==> config.mk <==
export PLATFORM = sky130hd
export DESIGN_NAME = uart_xcvr_param
export DESIGN_NICKNAME = d
export VERILOG_FILES = /design/src/rtl/uart_xcvr_param.sv
export SDC_FILE = /design/constraint.sdc
export NUM_CORES = 1
export LEC_CHECK = 0
export BUFFER_PORTS_ARGS = -buffer_cell sky130_fd_sc_hd__buf_2
export CORE_ASPECT_RATIO = 1.5
export CORE_UTILIZATION = 55
export CTS_CLUSTER_DIAMETER = 40
export DETAILED_ROUTE_END_ITERATION = 12
export GPL_TIMING_DRIVEN = 0
export PLACE_DENSITY = 0.74
export SETUP_SLACK_MARGIN = 0.02
export SLEW_MARGIN = 20
export SYNTH_ARGS = -nofsm -noshare
export SYNTH_HDL_FRONTEND = slang
export SYNTH_SLANG_ARGS = --single-unit
==> constraint.sdc <==
create_clock -name clk -period 4.8 [get_ports clk]
set_input_delay 0.24 -clock clk [delete_from_list [all_inputs] [get_ports clk]]
set_output_delay 0.24 -clock clk [all_outputs]
set_load 0.005 [all_outputs]
==> src/rtl/uart_xcvr_param.sv <==
// uart_xcvr_param -- parametrised full-duplex UART transceiver.
//
// Sends and receives DATA_W-bit frames with optional even/odd parity and
// 1 or 2 stop bits. A shared 16x-oversampling tick drives both directions.
// RX takes a 2-of-3 majority of ticks 7/8/9 of every bit.
//
// Ports:
//   clk, rst_n           clock (rising edge), asynchronous active-low reset
//   baud_sel[1:0]        00=9600 01=19200 10=38400 11=115200
//   par_mode[1:0]        00/11=none 01=even 10=odd
//   tx_data/valid/ready  transmit handshake; tx is the serial output (idle high)
//   rx                   asynchronous serial input
//   rx_data/valid/ready  receive handshake; rx_perr/rx_ferr qualify the held word
//   rx_ovr               1-cycle pulse when a completed frame is dropped
//   busy                 a TX or RX frame is in progress
module uart_xcvr_param #(
  parameter int DATA_W    = 8,
  parameter int CLK_HZ    = 4_915_200,
  parameter int STOP_BITS = 1
) (
  input  logic              clk,
  input  logic              rst_n,
  input  logic [1:0]        baud_sel,
  input  logic [1:0]        par_mode,
  input  logic [DATA_W-1:0] tx_data,
  input  logic              tx_valid,
  output logic              tx_ready,
  output logic              tx,
  input  logic              rx,
  output logic [DATA_W-1:0] rx_data,
  output logic              rx_valid,
  input  logic              rx_ready,
  output logic              rx_perr,
  output logic              rx_ferr,
  output logic              rx_ovr,
  output logic              busy
);

  // Rounded divider CLK_HZ / (16 * baud), never below 1.
  function automatic int div_for(input int baud);
    int d;
    d = (CLK_HZ + 8 * baud) / (16 * baud);
    if (d < 1) d = 1;
    return d;
  endfunction

  localparam int DIV_MAX = div_for(9600);
  localparam int CNT_W   = (DIV_MAX > 1) ? $clog2(DIV_MAX) : 1;
  localparam logic [CNT_W-1:0] DM1_0 = CNT_W'(div_for(9600) - 1);
  localparam logic [CNT_W-1:0] DM1_1 = CNT_W'(div_for(19200) - 1);
  localparam logic [CNT_W-1:0] DM1_2 = CNT_W'(div_for(38400) - 1);
  localparam logic [CNT_W-1:0] DM1_3 = CNT_W'(div_for(115200) - 1);

  localparam logic [2:0] S_IDLE  = 3'd0;
  localparam logic [2:0] S_START = 3'd1;
  localparam logic [2:0] S_DATA  = 3'd2;
  localparam logic [2:0] S_PAR   = 3'd3;
  localparam logic [2:0] S_STOP  = 3'd4;

  localparam logic [3:0] LAST_BIT  = 4'(DATA_W - 1);
  // TX leaves STOP one tick early so a queued word starts with no idle gap.
  localparam logic [4:0] STOP_LAST = 5'(STOP_BITS * 16 - 2);

  logic [1:0]       cfg_baud, cfg_par;
  logic [CNT_W-1:0] tick_cnt, div_m1;
  logic             tick, cfg_load, par_en, par_odd, both_idle;

  logic [2:0]        tx_state;
  logic              tx_arm, tx_xor;
  logic [4:0]        tx_tcnt;
  logic [3:0]        tx_bit;
  logic [DATA_W-1:0] tx_sh;

  logic              rx_s1, rx_s2, rx_prev;
  logic [2:0]        rx_state;
  logic [4:0]        rx_tcnt, rx_new;
  logic [3:0]        rx_bit;
  logic [1:0]        rx_smp;
  logic [DATA_W-1:0] rx_sh;
  logic              rx_pe, rx_maj, smp_ev, maj_ev, end_ev, rx_done;

  always_comb begin
    case (cfg_baud)
      2'b00:   div_m1 = DM1_0;
      2'b01:   div_m1 = DM1_1;
      2'b10:   div_m1 = DM1_2;
      default: div_m1 = DM1_3;
    endcase
  end

  assign tick      = (tick_cnt == div_m1);
  assign tx_ready  = (tx_state == S_IDLE);
  assign both_idle = tx_ready && (rx_state == S_IDLE);
  assign cfg_load  = both_idle && ({baud_sel, par_mode} != {cfg_baud, cfg_par});
  assign par_en    = (cfg_par == 2'b01) || (cfg_par == 2'b10);
  assign par_odd   = (cfg_par == 2'b10);
  assign busy      = !tx_ready || (rx_state != S_IDLE);

  // Configuration and tick generator
  always_ff @(posedge clk or negedge rst_n) begin
    if (!rst_n) begin
      cfg_baud <= 2'b00;
      cfg_par  <= 2'b00;
      tick_cnt <= '0;
    end else begin
      if (cfg_load) begin
        cfg_baud <= baud_sel;
        cfg_par  <= par_mode;
      end
      if (cfg_load || tick) tick_cnt <= '0;
      else                  tick_cnt <= tick_cnt + 1'b1;
    end
  end

  // Transmit FSM; START waits unarmed until the first tick after the transfer.
  always_ff @(posedge clk or negedge rst_n) begin
    if (!rst_n) begin
      tx_state <= S_IDLE;
      tx_arm   <= 1'b0;
      tx_tcnt  <= '0;
      tx_bit   <= '0;
    end else begin
      case (tx_state)
        S_IDLE: if (tx_valid) begin
          tx_state <= S_START;
          tx_arm   <= 1'b0;
        end
        S_START: if (tick) begin
          if (!tx_arm) begin
            tx_arm  <= 1'b1;
            tx_tcnt <= '0;
          end else if (tx_tcnt == 5'd15) begin
            tx_state <= S_DATA;
            tx_tcnt  <= '0;
            tx_bit   <= '0;
          end else tx_tcnt <= tx_tcnt + 5'd1;
        end
        S_DATA: if (tick) begin
          if (tx_tcnt == 5'd15) begin
            tx_tcnt <= '0;
            if (tx_bit == LAST_BIT) tx_state <= par_en ? S_PAR : S_STOP;
            else                    tx_bit   <= tx_bit + 4'd1;
          end else tx_tcnt <= tx_tcnt + 5'd1;
        end
        S_PAR: if (tick) begin
          if (tx_tcnt == 5'd15) begin
            tx_state <= S_STOP;
            tx_tcnt  <= '0;
          end else tx_tcnt <= tx_tcnt + 5'd1;
        end
        S_STOP: if (tick) begin
          if (tx_tcnt == STOP_LAST) tx_state <= S_IDLE;
          else                      tx_tcnt  <= tx_tcnt + 5'd1;
        end
        default: tx_state <= S_IDLE;
      endcase
    end
  end

  always_ff @(posedge clk) begin
    if (tx_ready && tx_valid) begin
      tx_sh  <= tx_data;
      tx_xor <= ^tx_data;
    end else if (tx_state == S_DATA && tick && tx_tcnt == 5'd15) begin
      tx_sh <= tx_sh >> 1;
    end
  end

  always_comb begin
    case (tx_state)
      S_START: tx = ~tx_arm;
      S_DATA:  tx = tx_sh[0];
      S_PAR:   tx = tx_xor ^ par_odd;
      default: tx = 1'b1;
    endcase
  end

  // Receive synchroniser and FSM
  always_ff @(posedge clk or negedge rst_n) begin
    if (!rst_n) begin
      rx_s1   <= 1'b1;
      rx_s2   <= 1'b1;
      rx_prev <= 1'b1;
    end else begin
      rx_s1   <= rx;
      rx_s2   <= rx_s1;
      rx_prev <= rx_s2;
    end
  end

  assign rx_new = rx_tcnt + 5'd1;
  assign smp_ev = tick && (rx_new == 5'd7 || rx_new == 5'd8);
  assign maj_ev = tick && (rx_new == 5'd9);
  assign end_ev = tick && (rx_new == 5'd16);
  assign rx_maj = (rx_smp[1] & rx_smp[0]) | (rx_smp[1] & rx_s2) | (rx_smp[0] & rx_s2);
  assign rx_done = (rx_state == S_STOP) && maj_ev;

  always_ff @(posedge clk or negedge rst_n) begin
    if (!rst_n) begin
      rx_state <= S_IDLE;
      rx_tcnt  <= '0;
      rx_bit   <= '0;
    end else begin
      case (rx_state)
        S_IDLE: if (rx_prev && !rx_s2) begin
          rx_state <= S_START;
          rx_tcnt  <= '0;
        end
        S_START: begin
          if (maj_ev && rx_maj) rx_state <= S_IDLE;
          else if (end_ev) begin
            rx_state <= S_DATA;
            rx_bit   <= '0;
          end
        end
        S_DATA: if (end_ev) begin
          if (rx_bit == LAST_BIT) rx_state <= par_en ? S_PAR : S_STOP;
          else                    rx_bit   <= rx_bit + 4'd1;
        end
        S_PAR:  if (end_ev) rx_state <= S_STOP;
        S_STOP: if (maj_ev) rx_state <= S_IDLE;
        default: rx_state <= S_IDLE;
      endcase
      if (rx_state != S_IDLE && tick) rx_tcnt <= end_ev ? 5'd0 : rx_new;
    end
  end

  always_ff @(posedge clk) begin
    if (rx_state == S_IDLE) rx_pe <= 1'b0;
    if (smp_ev) rx_smp <= {rx_smp[0], rx_s2};
    if (rx_state == S_DATA && maj_ev) rx_sh <= {rx_maj, rx_sh[DATA_W-1:1]};
    if (rx_state == S_PAR && maj_ev) rx_pe <= (^rx_sh) ^ rx_maj ^ par_odd;
  end

  // Delivery: a completing frame loads when the holding slot is free or being drained.
  always_ff @(posedge clk or negedge rst_n) begin
    if (!rst_n) begin
      rx_valid <= 1'b0;
      rx_data  <= '0;
      rx_perr  <= 1'b0;
      rx_ferr  <= 1'b0;
      rx_ovr   <= 1'b0;
    end else begin
      rx_ovr <= rx_done && rx_valid && !rx_ready;
      if (rx_done && (!rx_valid || rx_ready)) begin
        rx_valid <= 1'b1;
        rx_data  <= rx_sh;
        rx_perr  <= rx_pe;
        rx_ferr  <= ~rx_maj;
      end else if (rx_valid && rx_ready) begin
        rx_valid <= 1'b0;
      end
    end
  end

endmodule

# Word level (Yosys, flattened, before mapping)
# Index checks and enable logic that the tools add are counted.
[totals] output_inout_bits=15 input_bits=17 latch_bits=0 n_memories=0 wordCells=189 ram_bits=0 reg_bits=69 romBits=0
[classes] div=0 eq_ne=45 n_shift=0 add_sub_neg=5 multipliers=0 n_reduce_logical=50 bitwise_logic=10 order_cmp=0 n_mux=56
[op_table] operator="2-to-1 mux 3 bit" n=19
[op_table] operator="2-to-1 mux 5 bit" n=11
[op_table] operator="!= test 2 bit (second input constant)" n=21
[op_table] operator="2-to-1 mux 4 bit" n=10
[op_table] operator="one-hot mux 3 bit (5 select lines)" n=2
[op_table] operator="one-hot mux 5 bit (3 select lines)" n=2
[op_table] operator="equality test 5 x 4 -> 1 bit (second input constant)" n=4
[op_table] operator="logical AND 1 bit" n=18
[op_table] operator="2-to-1 mux 8 bit" n=2
[op_table] operator="one-hot mux 4 bit (2 select lines)" n=2
[op_table] operator="nonzero test 2 bit" n=8
[op_table] operator="parity 8 bit" n=2
[op_table] operator="adder 5 x 1 -> 5 bit (second input constant)" n=3
[op_table] operator="equality test 3 x 2 -> 1 bit (second input constant)" n=4
[op_table] operator="AND reduction 11 bit" n=1
[op_table] operator="AND reduction 5 bit" n=2
[op_table] operator="adder 4 x 1 -> 4 bit (second input constant)" n=2
[op_table] operator="equality test 4 x 3 -> 1 bit (second input constant)" n=2
[op_table] operator="AND reduction 7 bit" n=1
[op_table] operator="equality test 3 x 1 -> 1 bit (second input constant)" n=2
[op_table] operator="equality test 3 bit (second input constant)" n=2
[op_table] operator="logical NOT 3 bit" n=2
[op_table] operator="2-to-1 mux 1 bit" n=6
[op_table] operator="AND reduction 6 bit" n=1
[op_table] operator="other kinds (21)" n=37

# Depth between registers and ports, before layout
[logic_depth] word_depth=7 ltp_mapped=9 mapped_depth_nobuf=9

# Least setup slack after synthesis
# Ideal clock, no wire load.
[synth_path] path_kind="reg-to-reg" startpoint="reg tick_cnt[0]" endpoint="reg tx_sh[0], enable pin" setup_slack_ns=2.358 arrival_ns=2.056 period_less_slack_ns=2.442 required_time_ns=4.413 path_stages_with_launch=6 setup_ns=0.387 path_buffers=0 cell_sequence="dfrtp_1 -> or3b_4 -> a21oi_4 -> o21a_4 -> nand2_4 -> o31ai_1"
[synth_via] elab_chain_cells=4
[synth_lines] item="start: declaration" line="65" source="logic [CNT_W-1:0] tick_cnt, div_m1;"
[synth_lines] item="start signal: assignment" line="111" source="else tick_cnt <= tick_cnt + 1'b1;"
[synth_lines] item="equality test 5 bit" line="91" source="assign tick = (tick_cnt == div_m1);"
[synth_lines] item="logical AND 1 bit (2 in series)" line="164" source="end else if (tx_state == S_DATA && tick && tx_tcnt == 5'd15) begin"
[synth_lines] item="nonzero test 2 bit (no line)"
[synth_lines] item="end signal: assignment" line="162" source="tx_sh <= tx_data;"
[synth_lines] item="end signal: assignment" line="165" source="tx_sh <= tx_sh >> 1;"
[synth_lines] item="end: declaration" line="72" source="logic [DATA_W-1:0] tx_sh;"
# No other way between the ends.
# A chain may end at the register's enable or synchronous reset.

# Worst setup path in the final report
[layout_path] startpoint="reg rx_tcnt[0]" endpoint="reg rx_sh[4], enable pin"
[layout_via] elab_chain_cells=4
[layout_lines] item="start: declaration" line="76" source="logic [4:0] rx_tcnt, rx_new;"
[layout_lines] item="start signal: assignment" line="224" source="if (rx_state != S_IDLE && tick) rx_tcnt <= end_ev ? 5'd0 : rx_new;"
[layout_lines] item="adder 5 x 1 -> 5 bit" line="191" source="assign rx_new = rx_tcnt + 5'd1;"
[layout_lines] item="equality test 5 x 4 -> 1 bit" line="193" source="assign maj_ev = tick && (rx_new == 5'd9);"
[layout_lines] item="logical AND 1 bit" line="193"
[layout_lines] item="logical AND 1 bit" line="231" source="if (rx_state == S_DATA && maj_ev) rx_sh <= {rx_maj, rx_sh[DATA_W-1:1]};"
[layout_lines] item="end signal: assignment" line="231"
[layout_lines] item="end: declaration" line="79" source="logic [DATA_W-1:0] rx_sh;"
# No other way between the ends.

==> flow_summary.yaml <==
outcome:
  status: "completed"
sta:
  fmax_mhz: 367
  finalHoldViolCount: 0
  maxSlewHeadroom_pct: 48.8
  finalSetupViolCount: 0
  finClkSkew_ps: 8.54
  period_minus_slack_ps: 2720
  period_share_pct: 56.7
  tightest_slew_ps: 763
  final.setup.tns_ps: 0
  rsz0062_at_grt: "false"
  slew_violations: 0
worst_hold_path:
  min_path_type: "in -> reg"
grt:
  grt_usage_pct: 22.5
  antenna_found_initial: 0
  grt_max_degree: 29
  grt_pass1_wl_um: 12500
  grt_pass1_vias: 2714
  grt_overflow: 0
setup_path:
  path_max_fanout: 8
  cpPeakStageDelay_ps: 620
  critPathTopFamily: "simple AND/OR/NAND/NOR gates"
  crit_buf_inv: 1
  crit_top_cell: "nor2_1"
  path_class: "reg -> reg"
  slowest_stage: "nor2_1"
  critical_path_arrival_ps: 2710
  crit_chain: "ha_1 > buf_2 > and3_1 > xnor2_2 > nand4_1 > nor2_1 > o21ai_0 > nor2_1"
  start_kind: "register"
  cp.required_ps: 4790
  endpoint_kind: "register"
clock_network:
  clockBufferDepth: 2
  path_clk_slew_ps: 80
  clockRootBuffer: "clkbuf_8"
  ctsHoldBuffers: 2
  insertion_delay_ps: 350
  cts_tree: "yes"
  cts_buffers: 9
  cts_resized: 0
  post-cts-setup-buffers: 0
  htreeDepth: 3
  cts.sinks: 69
final_layout:
  antenna_cells: 0
  final_area_sq_um: 4260
  layout_common_cells: "nand2_1 (47), dfrtp_1 (46), buf_2 (33), nor2_1 (30), o21ai_0 (23)"
  final_common_cell: "nand2_1"
  ff_latch_area_sq_um: 1830
  nNetsFinal: 431
  multi_input_area_sq_um: 1830
  fillers: 514
  syn_to_final_growth_pct: 13.5
  drive_above_1_share_pct: 21.9
logic_synthesis:
  netlist_instances: 357
  syn_area_sq_um: 3750
  synth_nets: 386
  synth_cell_types: 65
  synthArstFlopShare_pct: 71.0
  yosysSeqAreaShare_pct: 48.8
  synth-warning-count: 0
  ys_seq_elements: 69
  synth_edf_count: 20
  avgSynthCellArea_sq_um: 10.5
  ys.flop_type: "dfrtp_1"
routing:
  ant_nets: 0
  routedWlPerCell_um: 14.8
  first_pass_iters: 4
  drcViolationCount: 0
  vias: 2735
  drt_iter0_markers: 140
  drt_wl_total_um: 7140
  vias_per_cell: 5.66
placement:
  globalplace.congestion: 0.811
  port_buffers: 31
  dp_hpwl_um: 5110
  place_area_sq_um: 4030
floorplan:
  io_pins: 32
  rows: 36
  die_h_um: 103
  die_w_um: 69.4
  core_area_sq_um: 6530
  die-area_sq_um: 7160
  start_util_pct: 57.4
job:
  maxCapViolations: 0
pwr:
  leakagePower_uw: 0.00187
  ir_worst_vdd_uv: 293
  powerDensity_nw_per_um2: 418
[flip-flops by register name (all words and copies together), names as in the netlist, 2 cells and up]
register,flops
rx_tcnt,5
tx_state,3
rx_smp,2
tx_tcnt,5
rx_state,3
tx_sh,8
cfg_baud,2
rx_bit,4
rx_data,8
rx_sh,8
cfg_par,2
tx_bit,4
tick_cnt,5
[routing by layer]
metal  vias to the layer above  global-route usage [%]  wire length, um
met4                         0                    13.2              191
li1                       1365                       -                -
met3                        16                    3.42              248
met2                        53                    39.1             3590
met5                         -                       0                0
met1                      1301                    26.5             3110
[where the power goes]
part           internal, uW  switching [uW]  leakage, uW
sequential              703            75.4     0.000815
combinational           207             305     0.000949
clock                   246             244     0.000101
[synth_stat cells, types with 2 or more instances]
cell | n | area (sq um)
nand4_1 | 2 | 12.5
and3_1 | 5 | 31.3
o31ai_1 | 9 | 67.6
ha_1 | 12 | 150
buf_2 | 2 | 10.0
clkbuf_1 | 5 | 18.8
nand2_1 | 47 | 176
nor2b_1 | 2 | 12.5
nor3_1 | 7 | 35.0
inv_1 | 14 | 52.6
o21ai_0 | 23 | 115
nand3b_1 | 3 | 22.5
o21ai_1 | 3 | 15.0
dfstp_2 | 3 | 78.8
nor2_1 | 30 | 113
o21a_1 | 3 | 22.5
nor4_1 | 2 | 12.5
a21o_1 | 3 | 22.5
xor2_1 | 12 | 105
nand2b_1 | 9 | 56.3
mux2_2 | 14 | 158
a22o_1 | 2 | 17.5
edfxtp_1 | 20 | 601
a21oi_1 | 10 | 50.1
or2_2 | 4 | 25.0
or3_1 | 3 | 18.8
xnor2_1 | 15 | 131
a31oi_1 | 3 | 18.8
nand3_1 | 7 | 35.0
dfrtp_1 | 46 | 1150
mux2i_1 | 2 | 20.0
o41ai_1 | 2 | 17.5
[metrics by stage]
step	worst slack (ps)	total power [uW]	hold WS [ps]	cells	utilization (%)
2_1_floorplan	2360	1170	-55.6	357	-
3_3_place_gp	2000	1270	347	464	61.2
3_5_place_dp	2090	1300	323	465	61.7
4_1_cts	2030	1800	127	483	65.2
5_1_grt	1830	1910	140	483	65.2
6_report	2080	1780	142	483	65.2
[kinds of logic after synthesis]
kind of cell | after synthesis | share of synthesized area, %
AND/OR/NAND/NOR | 132 | 17.9
XOR/XNOR | 28 | 6.74
adder cells (fa/ha/maj) | 12 | 4.00
AO/OA/AOI/OAI | 75 | 14.5
multiplexers | 18 | 5.44
buffers and inverters | 23 | 2.57
flip-flops | 69 | 48.8
[worst paths after layout]
| check | depth (start not counted) | from | slack (ps) | end |
|---|---|---|---|---|
| worst min register to register | 0 | rx_s1 | 360 | rx_s2 |
| max in group asynchronous | 3 | rst_n | 3800 | tx_state[2] |
| worst max-delay path | 8 | rx_tcnt[0] | 2080 | rx_sh[4] |
| worst max register to register | 8 | rx_tcnt[0] | 2080 | rx_sh[4] |
| min in group asynchronous | 2 | rst_n | 460 | rx_bit[1] |
| worst min-delay path | 2 | par_mode[0] | 140 | cfg_par[0] |
[layout make-up]
type / count / share of cell area [%]
Clock inverter: 7 / 1.85
Tap cell: 76 / 2.23
Timing Repair Buffer: 34 / 4.76
Buffer: 8 / 0.941
Clock buffer: 9 / 2.91
Inverter: 15 / 1.32
Multi-Input combinational cell: 265 / 43.0
Sequential cell: 69 / 43.0
Note: power is estimated with default switching activity, not from simulation.
